[src/rtl/alu_share_arbiter.sv]
// alu_share_arbiter
//   Shares one combinational ALU among N_REQ requesters. Round-robin
//   arbitration picks one pending request, latches its operands and op code
//   onto the ALU inputs, captures the ALU result and returns it to the winner
//   with a one-cycle done pulse. Op codes above 9 are rejected with err.
// Ports:
//   clk, rst            clock (rising edge), asynchronous active-high reset
//   req[N_REQ]          per-requester request level, held until its done bit
//   op/a/b              packed per-requester op code (4b) and operands (WIDTH)
//   alu_a/alu_b         operands driven to the ALU
//   ALUControl          ALU select code
//   alu_q               ALU result (combinational from the outputs above)
//   grant               one-hot owner of the current operation, 0 when idle
//   done                one-hot one-cycle completion pulse
//   result              registered result, valid with done, held otherwise
//   err                 set with done when the granted op code was invalid
module alu_share_arbiter #(
  parameter int N_REQ = 4,
  parameter int WIDTH = 5
) (
  input  logic                   clk,
  input  logic                   rst,
  input  logic [N_REQ-1:0]       req,
  input  logic [4*N_REQ-1:0]     op,
  input  logic [WIDTH*N_REQ-1:0] a,
  input  logic [WIDTH*N_REQ-1:0] b,
  output logic [WIDTH-1:0]       alu_a,
  output logic [WIDTH-1:0]       alu_b,
  output logic [3:0]             ALUControl,
  input  logic [WIDTH-1:0]       alu_q,
  output logic [N_REQ-1:0]       grant,
  output logic [N_REQ-1:0]       done,
  output logic [WIDTH-1:0]       result,
  output logic                   err
);

  localparam int IW = $clog2(N_REQ);

  typedef enum logic [1:0] {IDLE, EXEC, DONE} state_t;

  state_t             state, state_n;
  logic [IW-1:0]      ptr, ptr_n;
  logic [IW-1:0]      gidx, gidx_n;
  logic [N_REQ-1:0]   grant_n, done_n;
  logic [WIDTH-1:0]   result_n, alu_a_n, alu_b_n;
  logic [3:0]         ctl_n;
  logic               err_n;

  // Winner selection: first set req bit scanning upward from ptr, wrapping.
  logic               found;
  logic [IW-1:0]      widx;
  int unsigned        scan_j;
  logic [3:0]         wop;
  logic [WIDTH-1:0]   wa, wb;
  logic [N_REQ-1:0]   wonehot;

  always_comb begin
    found  = 1'b0;
    widx   = '0;
    scan_j = 0;
    for (int unsigned i = 0; i < N_REQ; i++) begin
      scan_j = 32'(ptr) + i;
      if (scan_j >= N_REQ) scan_j = scan_j - N_REQ;
      if (!found && req[scan_j]) begin
        found = 1'b1;
        widx  = IW'(scan_j);
      end
    end
  end

  assign wop     = op[4*widx +: 4];
  assign wa      = a[WIDTH*widx +: WIDTH];
  assign wb      = b[WIDTH*widx +: WIDTH];
  assign wonehot = {{(N_REQ-1){1'b0}}, 1'b1} << widx;

  always_comb begin
    state_n  = state;
    ptr_n    = ptr;
    gidx_n   = gidx;
    grant_n  = grant;
    done_n   = done;
    result_n = result;
    err_n    = err;
    ctl_n    = ALUControl;
    alu_a_n  = alu_a;
    alu_b_n  = alu_b;
    unique case (state)
      IDLE: begin
        if (found) begin
          grant_n = wonehot;
          gidx_n  = widx;
          alu_a_n = wa;
          alu_b_n = wb;
          if (wop <= 4'd9) begin
            ctl_n   = wop;
            state_n = EXEC;
          end else begin
            // Invalid code skips the ALU: completion is reported directly.
            ctl_n    = '0;
            result_n = '0;
            err_n    = 1'b1;
            done_n   = wonehot;
            state_n  = DONE;
          end
        end
      end
      EXEC: begin
        result_n = alu_q;
        done_n   = grant;
        err_n    = 1'b0;
        state_n  = DONE;
      end
      DONE: begin
        done_n  = '0;
        err_n   = 1'b0;
        grant_n = '0;
        ctl_n   = '0;
        alu_a_n = '0;
        alu_b_n = '0;
        ptr_n   = (gidx == IW'(N_REQ-1)) ? '0 : gidx + 1'b1;
        state_n = IDLE;
      end
      default: state_n = IDLE;
    endcase
  end

  always_ff @(posedge clk or posedge rst) begin
    if (rst) begin
      state      <= IDLE;
      ptr        <= '0;
      gidx       <= '0;
      grant      <= '0;
      done       <= '0;
      result     <= '0;
      err        <= 1'b0;
      ALUControl <= '0;
      alu_a      <= '0;
      alu_b      <= '0;
    end else begin
      state      <= state_n;
      ptr        <= ptr_n;
      gidx       <= gidx_n;
      grant      <= grant_n;
      done       <= done_n;
      result     <= result_n;
      err        <= err_n;
      ALUControl <= ctl_n;
      alu_a      <= alu_a_n;
      alu_b      <= alu_b_n;
    end
  end

endmodule

[config.mk]
export PLATFORM = sky130hd
export DESIGN_NAME = alu_share_arbiter
export DESIGN_NICKNAME = d
export VERILOG_FILES = /design/src/rtl/alu_share_arbiter.sv
export SDC_FILE = /design/constraint.sdc
export NUM_CORES = 1
export LEC_CHECK = 0
export CAP_MARGIN = 15
export CORE_MARGIN = 2
export CORE_UTILIZATION = 40
export DETAILED_ROUTE_END_ITERATION = 7
export PLACE_DENSITY = 0.83
export REMOVE_ABC_BUFFERS = 1
export SYNTH_ARGS = -nofsm -noshare
export SYNTH_HDL_FRONTEND = slang
export SYNTH_SLANG_ARGS = --single-unit
[constraint.sdc]
create_clock -name clk -period 4.1 [get_ports clk]
set_input_delay 0.41 -clock clk [delete_from_list [all_inputs] [get_ports clk]]
set_output_delay 0.41 -clock clk [all_outputs]
set_load 0.02 [all_outputs]
==> reports/metrics.cfg <==
[layout]
final_design_area_no_fill_um2 = 3050
area_growth_pct = 55.8
drive_gt1_share_pct = 7.69
diodes = 0
fin_cells = 366
final_util_pct = 64.5
finalNetCount = 369

[global_routing]
grt_pass1_wl_um = 8750
grt-ovfl-total = 0
grt_pass1_vias = 1825
grt.total_usage_pct = 20.8
antenna_found_initial = 0
grt_max_degree = 35

[setup_path]
crit_fanout = 11
crit_path_start = req[3]
critical_path.slowest_cell = clkdlybuf4s50_1
crit_arrival_ps = 3540
slowest_delay_ps = 660
path_class = in -> reg
critPathCaptureType = flip-flop
crit-reg2reg-launch = ptr[0]$_DFFE_PP0P_
cp_top_family = compound AO/OA/AOI/OAI gates
crit_chain = clkdlybuf4s50_1 -> and4b_4 -> or4_1 -> a22o_1 -> a221oi_1 -> o211ai_2 -> o21ai_2 -> o21ai_0 -> a22o_1
cp.required_ps = 4270
crit_top_cell = a22o_1
crit_path_start_kind = primary input
cp_num_buf_inv = 1

[floorplanning]
start_util_pct = 41.4
coreArea_um2 = 4720
rows = 25
io_pins = 95
die-area_um2 = 5470
die_x_um = 73.9
die_height_um = 73.9

[logic_synthesis]
synth_xor_area_share_pct = 0
synth_top_family_by_area = compound AO/OA/AOI/OAI gates
synth_edf_count = 0
synth.top_cell.area_share_pct = 43.5
synth.distinct_cells = 44
ys.flop_type = dfrtp_1
netlist_instances = 205
ys_warn_count = 0
synth.most_common_cell = dfrtp_1
synth_seq_area_share_pct = 43.5
synthSimpleGateAreaFrac_pct = 17.4
synth_commonest_cells = dfrtp_1, nand2_1, a22o_1, inv_1, a222oi_1
syn_area_um2 = 1960
syn_avg_cell_area_um2 = 9.55
yosysTopAreaCell = dfrtp_1
synth_top_cells_by_area = dfrtp_1, a22o_1, nand2_1, a222oi_1, inv_1
synth_mux_area_share_pct = 1.60
ys_seq_elements = 34
synth_fa_ha_area_share_pct = 2.56
synthArstFlopShare_pct = 100
synth-compound-area-share_pct = 28.1

[detailed_routing]
dr_total_vias = 1970
viasPerCell = 5.38
drt-wirelength-per-cell_um = 15.5
routed_wl_um = 5670
drt_iter0_drc = 153
drcViolationCount = 0
ant_nets = 0
first_pass_iters = 4

[cts]
hold_buffers = 0
post_cts_resized = 0
cts_buffer_depth = 2
htree_levels = 2
cts_root_buf = clkbuf_8
tritoncts = done
cts.reportedPaths.clkPinSlew_ps = 70
clk-insertion-delay-late_ps = 280
cts_setup_buffers = 0
cts_buffers = 5
cts_sinks = 34

[placement]
place_congestion = 0.856
port_buffers = 94
post-dp-hpwl_um = 4260
dpl-instance-area_um2 = 2960
dp.cells = 358

[sta]
slew_headroom_pct = 46.1
timing.setup.tns_ps = 0
fmax_ghz = 0.297
finalSetupViolations = 0
period_minus_slack_ps = 3370
rsz0062_at_grt = no
hold_slack_ps = 478
hold_viol_final = 0
skew_ps = 3.77
tightestPinTransition_ps = 801
timing.final.max_slew_violations = 0
fin_crit_sh_pct = 82.1

[run]
maxCapViolCount = 0

[hold_path]
hp-start = ALUControl[0]$_DFFE_PP0P_
hp-class = reg -> reg

[power]
leakage_nw = 1.35
pwr_density_cell_nw_per_um2 = 667
ir_drop_mv = 0.289

[status]
status = complete, no violations

==> layout by cell type, fill, tap and decap left out, drive strengths merged, types with 3 or more instances in the layout <==
| cell | synthesis | final |
|---|---|---|
| or3 | 3 | 3 |
| or4 | 3 | 3 |
| a22o | 24 | 24 |
| a21oi | 6 | 6 |
| ha | 4 | 4 |
| nor2 | 6 | 6 |
| nand2 | 32 | 32 |
| nor3b | 3 | 3 |
| a222oi | 10 | 10 |
| nand2b | 4 | 4 |
| o21ai | 7 | 7 |
| and2 | 5 | 5 |
| o221a | 4 | 4 |
| dfrtp | 34 | 34 |
| buf | 7 | 6 |
| inv | 17 | 17 |
| clkdlybuf4s50 | 0 | 94 |
| clkbuf | 7 | 7 |
| a221oi | 3 | 3 |
| o211ai | 3 | 3 |
==> metal layers <==
metal / share of wire (%) / GRT usage [%] / up-vias
li1: - / - / 951
met2: 48 / 33.3 / 83
met4: 1.5 / 6.26 / 0
met5: 0 / 0 / -
met1: 43 / 28.0 / 928
met3: 7.7 / 5.28 / 8
==> logic make-up (layout without fill, tap and decap cells) <==
| group | count (synthesis) | after routing |
|---|---|---|
| muxes | 3 | 3 |
| DFF | 34 | 34 |
| AOI/OAI and AO/OA | 66 | 66 |
| buffers and inverters | 31 | 125 |
| adders and majority gates | 4 | 4 |
| and+or+nand+nor | 67 | 67 |
==> registers in the layout (all words and copies together), names as in the netlist <==
| signal | flops |
|---|---|
| alu_a | 5 |
| alu_b | 5 |
| result | 5 |
| ALUControl | 4 |
| done | 4 |
| grant | 4 |
| gidx | 2 |
| ptr | 2 |
| state | 2 |
| err | 1 |
==> through the flow <==
stage / total power, mW / setup slack (ps)
after floorplan: 1.30 / 1140
after global placement: 1.76 / 528
after detailed placement: 1.79 / 438
after CTS: 2.04 / 747
after global routing: 2.18 / 542
final: 2.03 / 734
==> final cells by class <==
| cell class | count | area (um^2) |
|---|---|---|
| clock inverter | 1 | 5.00 |
| fill | 389 | 1680 |
| multi-input combinational | 140 | 972 |
| inverter | 17 | 63.8 |
| clock buffer | 7 | 86.3 |
| tap | 67 | 83.8 |
| sequential | 34 | 851 |
| timing repair buffer | 100 | 986 |
==> worst paths after layout <==
path                                             end  slack, ps  depth (start not counted)
setup reg to reg               result[2]$_DFFE_PP0P_       1010                          8
hold reg to reg            ALUControl[0]$_DFFE_PP0P_        480                          2
max in group asynchronous       grant[3]$_DFFE_PP0P_       3270                          3
min in group asynchronous       alu_a[0]$_DFFE_PP0P_        520                          3
hold / removal             ALUControl[0]$_DFFE_PP0P_        480                          2
setup / recovery               result[2]$_DFFE_PP0P_        730                          9
==> worst reg2reg max path, stage by stage, from the launching register on <==
cell	delay, ps
dfrtp_1	510
and4b_4	260
or4_1	610
a22o_1	220
a221oi_1	400
o211ai_2	210
o21ai_2	260
o21ai_0	270
a22o_1	260
==> power breakdown <==
part / switching [mW] / leakage, nW / internal (mW)
clock: 0.118 / 0.0482 / 0.135
combinational: 0.621 / 0.863 / 0.576
sequential: 0.104 / 0.441 / 0.478
No activity file was read; power rests on OpenSTA's default activity.
